--- src/rtl/pwm_duty_ctrl.sv ---
// Push-button front end for the PWM duty datapath: synchronise, debounce, step with auto-repeat,
// and hand the target duty to the PWM counter only at period boundaries.
module pwm_duty_ctrl #(
  parameter int DUTY_W        = 4,
  parameter int DUTY_RESET    = 8,
  parameter int STEP          = 1,
  parameter int DEB_CYCLES    = 4,
  parameter int REPEAT_CYCLES = 16
) (
  input  logic              clk,
  input  logic              reset,
  input  logic              inc_in,
  input  logic              dec_in,
  input  logic              period_end,
  output logic [DUTY_W-1:0] duty,
  output logic              duty_pending,
  output logic              at_max,
  output logic              at_min
);
  localparam int DEB_W = $clog2(DEB_CYCLES);
  localparam int REP_W = $clog2(REPEAT_CYCLES + 1);
  localparam logic [DEB_W-1:0]  DEB_LAST  = DEB_W'(DEB_CYCLES - 1);
  localparam logic [REP_W-1:0]  REP_LOAD  = REP_W'(REPEAT_CYCLES);
  localparam logic [REP_W-1:0]  REP_ONE   = REP_W'(1);
  localparam logic [DUTY_W-1:0] DUTY_MAX  = '1;
  localparam logic [DUTY_W-1:0] DUTY_INIT = DUTY_W'(DUTY_RESET);
  localparam logic [DUTY_W:0]   STEP_X    = (DUTY_W + 1)'(STEP);

  typedef enum logic [1:0] {IDLE, HELD_INC, HELD_DEC, LOCK} state_e;

  function automatic logic [DUTY_W-1:0] sat_inc(input logic [DUTY_W-1:0] v);
    logic [DUTY_W:0] sum;
    sum = {1'b0, v} + STEP_X;
    return (sum > {1'b0, DUTY_MAX}) ? DUTY_MAX : sum[DUTY_W-1:0];
  endfunction

  function automatic logic [DUTY_W-1:0] sat_dec(input logic [DUTY_W-1:0] v);
    logic [DUTY_W:0] diff;
    diff = {1'b0, v} - STEP_X;
    return diff[DUTY_W] ? '0 : diff[DUTY_W-1:0];
  endfunction

  // Bit 0 is the increase button, bit 1 the decrease button throughout.
  logic [1:0]            sync1_q, sync2_q;
  logic [1:0]            deb_q, deb_d;
  logic [1:0]            blk_q, blk_d;
  logic [1:0][DEB_W-1:0] deb_cnt_q, deb_cnt_d;
  logic [1:0][DEB_W-1:0] low_cnt_q, low_cnt_d;

  // blk holds a button off after reset until it has been seen low for DEB_CYCLES samples.
  always_comb begin
    for (int b = 0; b < 2; b++) begin
      deb_d[b]     = deb_q[b];
      deb_cnt_d[b] = '0;
      if (sync2_q[b] != deb_q[b]) begin
        if (deb_cnt_q[b] == DEB_LAST) deb_d[b] = ~deb_q[b];
        else                          deb_cnt_d[b] = deb_cnt_q[b] + 1'b1;
      end
      blk_d[b]     = blk_q[b];
      low_cnt_d[b] = '0;
      if (blk_q[b] && !sync2_q[b]) begin
        if (low_cnt_q[b] == DEB_LAST) blk_d[b] = 1'b0;
        else                          low_cnt_d[b] = low_cnt_q[b] + 1'b1;
      end
    end
  end

  always_ff @(posedge clk or posedge reset) begin
    if (reset) begin
      sync1_q   <= '0;
      sync2_q   <= '0;
      deb_q     <= '0;
      blk_q     <= '1;
      deb_cnt_q <= '0;
      low_cnt_q <= '0;
    end else begin
      sync1_q   <= {dec_in, inc_in};
      sync2_q   <= sync1_q;
      deb_q     <= deb_d;
      blk_q     <= blk_d;
      deb_cnt_q <= deb_cnt_d;
      low_cnt_q <= low_cnt_d;
    end
  end

  logic inc_lvl, dec_lvl;
  assign inc_lvl = deb_q[0] & ~blk_q[0];
  assign dec_lvl = deb_q[1] & ~blk_q[1];

  state_e           state_q, state_d;
  logic [REP_W-1:0] rep_q, rep_d;
  logic             step_up, step_dn;

  always_ff @(posedge clk or posedge reset) begin
    if (reset) begin
      state_q <= IDLE;
      rep_q   <= '0;
    end else begin
      state_q <= state_d;
      rep_q   <= rep_d;
    end
  end

  always_comb begin
    state_d = state_q;
    case (state_q)
      IDLE: begin
        if (inc_lvl && dec_lvl) state_d = LOCK;
        else if (inc_lvl)       state_d = HELD_INC;
        else if (dec_lvl)       state_d = HELD_DEC;
      end
      HELD_INC: begin
        if (!inc_lvl)     state_d = IDLE;
        else if (dec_lvl) state_d = LOCK;
      end
      HELD_DEC: begin
        if (!dec_lvl)     state_d = IDLE;
        else if (inc_lvl) state_d = LOCK;
      end
      LOCK:    if (!inc_lvl && !dec_lvl) state_d = IDLE;
      default: state_d = IDLE;
    endcase
  end

  always_comb begin
    step_up = 1'b0;
    step_dn = 1'b0;
    rep_d   = rep_q;
    case (state_q)
      IDLE: begin
        if (inc_lvl && !dec_lvl) begin
          step_up = 1'b1;
          rep_d   = REP_LOAD;
        end else if (dec_lvl && !inc_lvl) begin
          step_dn = 1'b1;
          rep_d   = REP_LOAD;
        end
      end
      HELD_INC: begin
        if (inc_lvl && !dec_lvl) begin
          if (rep_q == REP_ONE) begin
            step_up = 1'b1;
            rep_d   = REP_LOAD;
          end else rep_d = rep_q - 1'b1;
        end
      end
      HELD_DEC: begin
        if (dec_lvl && !inc_lvl) begin
          if (rep_q == REP_ONE) begin
            step_dn = 1'b1;
            rep_d   = REP_LOAD;
          end else rep_d = rep_q - 1'b1;
        end
      end
      default: ;
    endcase
  end

  logic [DUTY_W-1:0] target_q, target_d, duty_q, duty_d;

  // duty takes the pre-step target, so a coincident step stays pending for a full period.
  always_comb begin
    target_d = target_q;
    if (step_up)      target_d = sat_inc(target_q);
    else if (step_dn) target_d = sat_dec(target_q);
    duty_d = period_end ? target_q : duty_q;
  end

  always_ff @(posedge clk or posedge reset) begin
    if (reset) begin
      target_q <= DUTY_INIT;
      duty_q   <= DUTY_INIT;
    end else begin
      target_q <= target_d;
      duty_q   <= duty_d;
    end
  end

  assign duty         = duty_q;
  assign duty_pending = (target_q != duty_q);
  assign at_max       = (target_q == DUTY_MAX);
  assign at_min       = (target_q == '0);
endmodule

--- config.mk ---
export PLATFORM = sky130hd
export DESIGN_NAME = pwm_duty_ctrl
export DESIGN_NICKNAME = d
export VERILOG_FILES = /design/src/rtl/pwm_duty_ctrl.sv
export SDC_FILE = /design/constraint.sdc
export NUM_CORES = 1
export LEC_CHECK = 0
export ABC_AREA = 1
export ABC_CLOCK_PERIOD_IN_PS = 1800
export CORE_MARGIN = 3
export CORE_UTILIZATION = 30
export DETAILED_ROUTE_END_ITERATION = 8
export PLACE_DENSITY = 0.6
export SLEW_MARGIN = 30
export SYNTH_ARGS = -nofsm -noshare
export SYNTH_HDL_FRONTEND = slang
export SYNTH_SLANG_ARGS = --single-unit
export TNS_END_PERCENT = 1
--- constraint.sdc ---
create_clock -name clk -period 1.8 [get_ports clk]
set_clock_uncertainty 0.15 [all_clocks]
set_input_delay 0.45 -clock clk [delete_from_list [all_inputs] [get_ports clk]]
set_output_delay 0.45 -clock clk [all_outputs]
set_load 0.05 [all_outputs]
# Word-level counts from Yosys, hierarchy flattened
# Cells that the tools add are included.
totals:
  output_inout_bits: 7
  regBits: 31
  wordCells: 102
  inputBits: 5
classes:
  n_lt_le_gt_ge: 1
  n_addsub: 7
  reduce_logical: 20
  n_eq_ne: 19
  n_bitwise: 6
  mux: 35
op_table:
  columns: ["op", "n"]
  rows:
  - ["2-bit 2-to-1 mux", 16]
  - ["5-bit 2-to-1 mux", 5]
  - ["4-bit 2-to-1 mux", 4]
  - ["5-bit one-hot mux with 3 select lines", 1]
  - ["2-bit == test (second input constant)", 6]
  - ["3-bit inequality test (second input constant)", 3]
  - ["2-bit by 1-bit adder with 2-bit output (second input constant)", 4]
  - ["2-bit one-hot mux with 4 select lines", 1]
  - ["2-bit AND reduction", 4]
  - ["4-bit AND reduction", 2]
  - ["1-bit logical AND", 6]
  - ["1-bit 2-to-1 mux", 6]
  - ["2-bit inequality test (second input constant)", 3]
  - ["4-bit by 1-bit adder with 5-bit output (second input constant)", 1]
  - ["5-bit by 1-bit == test with 1-bit output (second input constant)", 1]
  - ["5-bit by 4-bit > comparator with 1-bit output (second input constant)", 1]
  - ["4-bit by 1-bit subtractor with 5-bit output (second input constant)", 1]
  - ["5-bit by 1-bit subtractor with 5-bit output (second input constant)", 1]
  - ["4-bit == test (second input constant)", 1]
  - ["1-bit logical NOT", 4]
  - ["4-bit logical NOT", 1]
  - ["4-bit inequality test", 1]
  - ["4-bit inequality test (second input constant)", 1]
  - ["1-bit NOT", 4]
  - ["other kinds (7)", 10]

# Logic depth before layout (Yosys ltp)
# Gate-level depths: netlist (run 1).
logic_depth:
  ltp_word: 9
  ltp_mapped: 13
  mapped_depth_nobuf: 13

# Worst setup path before layout (run 1)
# Ideal clock, no wire load.
synth_timing:
  kind: "register -> output"
  from: "register target_q[0]"
  to: "output at_min"
  setup_slack_ns: -0.248
  n_path_buf: 1
  t_arrival_ns: 1.448
  path_stages_with_launch: 6
  path_cell_list: "dfrtp_1 -> buf_2 -> inv_2 -> ha_1 -> inv_1 -> nor2_1"
synth_via:
  elab_chain_cells: 1
synth_rtl:
  columns: ["element", "line_no", "source"]
  rows:
  - ["start, declared", "159", "logic [DUTY_W-1:0] target_q, target_d, duty_q, duty_d;"]
  - ["start signal, assigned", "174", "target_q <= target_d;"]
  - ["4-bit logical NOT", "182", "assign at_min = (target_q == '0);"]
  - ["end, declared", "18", "output logic at_min"]
# No other way between the ends.

# Worst setup path in the final report (run 1)
layout_timing:
  from: "register target_q[3]"
  to: "output duty_pending"
layout_via:
  elab_chain_cells: 1
layout_rtl:
  columns: ["element", "line_no", "source"]
  rows:
  - ["4-bit inequality test", "180", "assign duty_pending = (target_q != duty_q);"]
  - ["end, declared", "16", "output logic duty_pending,"]
# No other way between the ends.

==> results.yml, run 1 <==
run_status:
  status: "complete, but fails checks"
  violations: "setup timing"
logic_synthesis:
  synth_top_area_share_pct: 37.0
  synth_cells: 212
  yosysUniqueCellTypes: 28
  synth-seq-cells: 31
  synth_area_sq_mm: 0.00182
  yosysWarnings: 0
  synth_nets: 236
  yosysSeqAreaShare_pct: 42.8
  syn_avg_cell_area_sq_um: 8.60
  yosysTopAreaCell: "dfrtp_1"
  synthTopCellsByArea: "dfrtp_1, ha_1, nand2_1, dfstp_2, inv_1"
drt:
  dr_wl_met3_microns: 106
  wl_met1_microns: 1540
  drc: 0
  drt-total-wl_microns: 3340
  vias: 1399
  drtIter0Drc: 44
  ant_nets: 0
  post_drt_wl_per_cell_microns: 10.7
  dr_wl_met2_microns: 1620
  top_layer: "met4"
  first_pass_iters: 4
  via_per_inst: 4.47
sta:
  hold_viol_final: 0
  setup_violations: 3
  slew_viol_final: 0
  worst_pin_slew_ns: 0.304
  rsz0062_at_grt: "yes"
  fin_hold_ws_ns: 0.198
  post-route-min-period_ns: 1.91
  slew_headroom_pct: 79.6
  tns_ns: -0.256
  fin_crit_sh_pct: 106
  setup_ws_ns: -0.107
  fmax_mhz: 524
setup_path:
  cp_max_fo: 2
  crit_start: "target_q[3]"
  worstReg2RegStart: "blk_q[0]"
  rr_worst_depth: 9
  r2r_slack_ns: 0.06
  critPathRequiredTime_ns: 1.20
  path_class: "flop to primary output"
  startpoint_type: "flop"
  worstReg2RegEnd: "rep_q[2]"
  crit_arrival_ns: 1.31
  critPathCaptureType: "primary output"
clock_network:
  root_buffer: "clkbuf_8"
  clock-sinks: 31
  clk_path_buf_depth: 2
  clkLatencyLatePin_ns: 0.28
  clkTransAtPathRegs_ns: 0.06
  cts_tree: "done"
  cts_buffers: 5
  cts_max_level: 2
placed_design:
  gp_congestion: 0.769
  dp_hpwl_microns: 2390
  io_buffers: 11
final_layout:
  syn_to_final_growth_pct: 31.7
  nNetsFinal: 264
  layout-drive-gt1-share_pct: 31.1
  fin_util_pct: 42.1
  final_common_cell: "nand2_1"
  mostFrequentLayoutCells: "nand2_1, dfrtp_1, inv_1"
  antennaDiodeCount: 0
floorplanning:
  die_w_microns: 84.0
  die_y_microns: 84.0
  core-area_sq_mm: 0.00571
  num_rows: 27
  ios: 12
  die_area_sq_mm: 0.00705
  floorplan.initialDensity_pct: 32.0
hold_path:
  min_from: "sync1_q[1]"
  hold_depth: 0
  hold_path_class: "flop to flop"
  whs_endpoint: "sync2_q[1]"
pwr:
  total_power_mw: 4.18
  leakage_nw: 1.13
  powerDensity_mw_per_mm2: 1740
  peakVddDrop_uv: 633
grt:
  antenna_found_initial: 0
  grt_pass1_wl_microns: 6120
  grt_pass1_vias: 1417
  grt_usage_pct: 10.6
  grt_max_degree: 32
  grt_overflow: 0
run:
  maxCapViolCount: 0
how the worst max path moves through the flow:
stage	to	slack (ns)	cells after the start
final	duty_pending	-0.11	3
after CTS	duty_pending	-0.10	3
after global routing	duty_pending	-0.15	3
after detailed placement	target_q[2]	-0.03	12
after floorplan	duty_pending	-0.12	2
after global placement	state_q[0]	0.02	8
critical path, stage by stage (launching register included):
cell     delay [ns]
dfstp_2        0.57
xnor2_2        0.12
nand4_1        0.16
buf_12         0.19
state kept, by name, indices dropped and copies added, names as in the netlist:
signal     count
target_q       4
blk_q          2
deb_q          2
sync2_q        2
state_q        2
sync1_q        2
rep_q          5
deb_cnt_q      4
duty           4
low_cnt_q      4
per-layer routing:
metal	vias up	track usage [%]
li1	727	-
met1	646	12.5
met3	9	3.26
met4	0	3.95
met5	-	0
met2	17	18.1
repair_timing:
| action | CTS | global route |
|---|---|---|
| gates resized for setup | 14 | 15 |
| hold buffers | 0 | 0 |
| setup endpoints to repair | 11 | 14 |
| pin swaps | 5 | 2 |
| setup buffers | 5 | 1 |
synthesized netlist by cell type (all sizes together):
master / instances
inv: 34
buf: 3
xnor2: 7
nand2: 39
clkbuf: 1
a21oi: 11
nand4: 4
nand3b: 1
nor2: 28
nand3: 13
o211ai: 1
o21ai: 13
dfstp: 4
o22ai: 1
dfrtp: 27
nor3: 5
ha: 19
a21boi: 1
logic make-up after synthesis:
group	Yosys count	synth area share (%)
adders and majority gates	19	13.0
DFF	31	42.8
buffers and inverters	38	8.50
AOI/OAI and AO/OA	27	8.50
xor gates and xnor gates	7	3.36
and+or+nand+nor	90	23.8
through the flow:
step	setup slack [ns]	std cells	area, sq um
after floorplan	-0.118	212	1830
after global routing	-0.150	313	2400
after detailed placement	-0.0251	299	2140
after global placement	0.0215	299	2140
after CTS	-0.104	312	2340
final	-0.107	313	2400
where the power goes:
part | switching [mW] | internal, mW
Clock | 0.255 | 0.447
Combinational | 1.33 | 1.04
Sequential | 0.205 | 0.908
Total | 1.79 | 2.39
final cells by class:
| type | instances | area, sq um |
|---|---|---|
| fillers | 565 | 3310 |
| multi-input cells | 143 | 966 |
| clock buffers | 6 | 82.6 |
| flip-flops and latches | 31 | 785 |
| well taps | 72 | 90.1 |
| inverters | 34 | 135 |
| clock inverters | 2 | 35.0 |
| repair buffers | 25 | 309 |
Power figures use the tool's default switching activity.
==> run 2: changes to the inputs <==
--- a/config.mk
+++ b/config.mk
@@ -7,10 +7,10 @@
 export LEC_CHECK = 0
 export ABC_AREA = 1
 export ABC_CLOCK_PERIOD_IN_PS = 1800
+export CORE_ASPECT_RATIO = 1.25
 export CORE_MARGIN = 3
 export CORE_UTILIZATION = 30
 export DETAILED_ROUTE_END_ITERATION = 8
-export PLACE_DENSITY = 0.6
 export SLEW_MARGIN = 30
 export SYNTH_ARGS = -nofsm -noshare
 export SYNTH_HDL_FRONTEND = slang
==> results.yml, run 2 (same netlist as run 1, synthesis figures left out) <==
run_status:
  status: "complete, but fails checks"
  violations: "setup timing"
floorplanning:
  ios: 12
  die_y_microns: 93.2
  die_area_sq_mm: 0.00706
  die_w_microns: 75.7
  floorplan.initialDensity_pct: 31.1
  num_rows: 31
  core-area_sq_mm: 0.00586
pwr:
  total_power_mw: 3.93
  peakVddDrop_uv: 587
  leakage_nw: 1.09
  powerDensity_mw_per_mm2: 1680
run:
  maxCapViolCount: 0
setup_path:
  crit_chain: "buf_12 -> xnor2_4 -> nand4_1 -> buf_12"
  critPathRequiredTime_ns: 1.20
  timing.critical_path.max_delay_family: "flip-flops"
  crit_arrival_ns: 1.31
  critPathSlowestCell: "dfrtp_2"
  crit_start: "target_q[0]"
  startpoint_type: "flop"
  cp_common_cell: "buf_12"
  path_class: "flop to primary output"
  slowest_delay_ns: 0.44
  critPathCaptureType: "primary output"
  worstReg2RegStart: "blk_q[1]"
  cp_max_fo: 3
  crit_buf_inv: 2
drt:
  dr_wl_met2_microns: 1650
  dr_wl_met3_microns: 86
  wl_met1_microns: 1380
  via_per_inst: 4.35
  vias: 1395
  drc: 0
  top_layer: "met4"
  ant_nets: 0
  post_drt_wl_per_cell_microns: 10.0
  drt-total-wl_microns: 3230
  first_pass_iters: 4
  drtIter0Drc: 48
final_layout:
  final_area_sq_mm: 0.00234
  largest_reg_flops: 5
  antennaDiodeCount: 0
  regMostFlops: "rep_q"
  final_common_cell: "nand2_1"
  layoutNonFillerInstCount: 321
  layout-drive-gt1-share_pct: 28.9
  n_fill_cell: 600
  nNetsFinal: 262
  fin_util_pct: 39.9
  syn_to_final_growth_pct: 28.1
  mostFrequentLayoutCells: "nand2_1, inv_1, dfrtp_1"
grt:
  grt_pass1_wl_microns: 5830
  antenna_found_initial: 0
  grt_overflow: 0
  grt_max_degree: 32
  grt_pass1_vias: 1437
  grt_usage_pct: 10.8
sta:
  setup_ws_ns: -0.112
  slew_headroom_pct: 81.1
  fmax_mhz: 523
  fin_crit_sh_pct: 106
  rsz0062_at_grt: "yes"
  post-route-min-period_ns: 1.91
  slew_viol_final: 0
  worst_pin_slew_ns: 0.284
  setup_violations: 3
  hold_viol_final: 0
hold_path:
  hold_path_class: "flop to flop"
  min_from: "sync1_q[1]"
clock_network:
  cts_tree: "done"
  clk_path_buf_depth: 2
  cts_buffers: 5
  root_buffer: "clkbuf_8"
  clock-sinks: 31
  cts_max_level: 2
  clkLatencyLatePin_ns: 0.28
  clkTransAtPathRegs_ns: 0.06
placed_design:
  dp_cells: 309
  place_area_sq_mm: 0.00217
  dp_hpwl_microns: 2490
  io_buffers: 11
  gp_congestion: 0.877
[run 2: cell types whose count changed in the layout (fill, tap and decap cells not counted), sizes merged]
cell,change
buf,-2
bufinv,-1
clkbuf,+1
[run 2: final timing paths]
check	to	slack (ns)	cells after the start
max	duty_pending	-0.11	4
min	sync2_q[1]	0.20	0
max reg2reg	target_q[1]	0.06	12
min reg2reg	sync2_q[1]	0.20	0
max in group asynchronous	duty[3]	0.91	3
min in group asynchronous	sync2_q[0]	0.35	3
[run 2: repair_timing]
| item | 4_1_cts | 5_1_grt |
|---|---|---|
| resized for setup | 7 | 12 |
| buffers inserted | 4 | 0 |
| hold buffers | 0 | 0 |
| setup endpoints to repair | 5 | 14 |
| pin swaps | 4 | 1 |
[run 2: power breakdown]
group / internal, mW / switching, mW / total (mW)
clock: 0.271 / 0.239 / 0.510
combinational: 1.03 / 1.28 / 2.31
sequential: 0.908 / 0.196 / 1.10
total: 2.21 / 1.72 / 3.93
[run 2: per-layer routing]
layer / GRT usage, % / vias up
met5: 0 / -
met4: 4.66 / 0
met3: 3.55 / 13
met2: 18.5 / 20
met1: 11.7 / 635
li1: - / 727
[run 2: cell type report]
class / instances / area, sq um / area share, %
multi-input combinational: 143 / 942 / 40.3
clock inverter: 1 / 5.00 / 0.214
sequential: 31 / 785 / 33.6
tap: 82 / 103 / 4.39
clock buffer: 7 / 76.3 / 3.27
timing repair buffer: 23 / 299 / 12.8
inverter: 34 / 128 / 5.46
[run 2: through the flow]
step | setup slack (ns) | setup TNS [ns] | hold WS, ns
2_1_floorplan | -0.118 | -0.147 | 0.181
3_3_place_gp | 0.0364 | 0 | 0.183
3_5_place_dp | 0.00691 | 0 | 0.189
4_1_cts | -0.124 | -0.319 | 0.204
5_1_grt | -0.189 | -0.692 | 0.208
6_report | -0.112 | -0.243 | 0.199
[run 2: worst register-to-register path, cell delays in order, from the launching register on]
cell	delay [ns]
dfstp_2	0.56
nor2_4	0.05
inv_2	0.07
ha_2	0.21
nand2_2	0.07
inv_2	0.05
nand3_2	0.09
nand2_4	0.12
inv_2	0.06
nand2_1	0.05
nand2_1	0.05
nand2_1	0.06
nand2_1	0.04
==> run 3: changes to the inputs <==
--- a/config.mk
+++ b/config.mk
@@ -11,6 +11,7 @@
 export CORE_MARGIN = 3
 export CORE_UTILIZATION = 30
 export DETAILED_ROUTE_END_ITERATION = 8
+export GPL_TIMING_DRIVEN = 1
 export SLEW_MARGIN = 30
 export SYNTH_ARGS = -nofsm -noshare
 export SYNTH_HDL_FRONTEND = slang
==> results of run 3 <==
The final DEF is identical to that of run 2; final timing and power are the same.
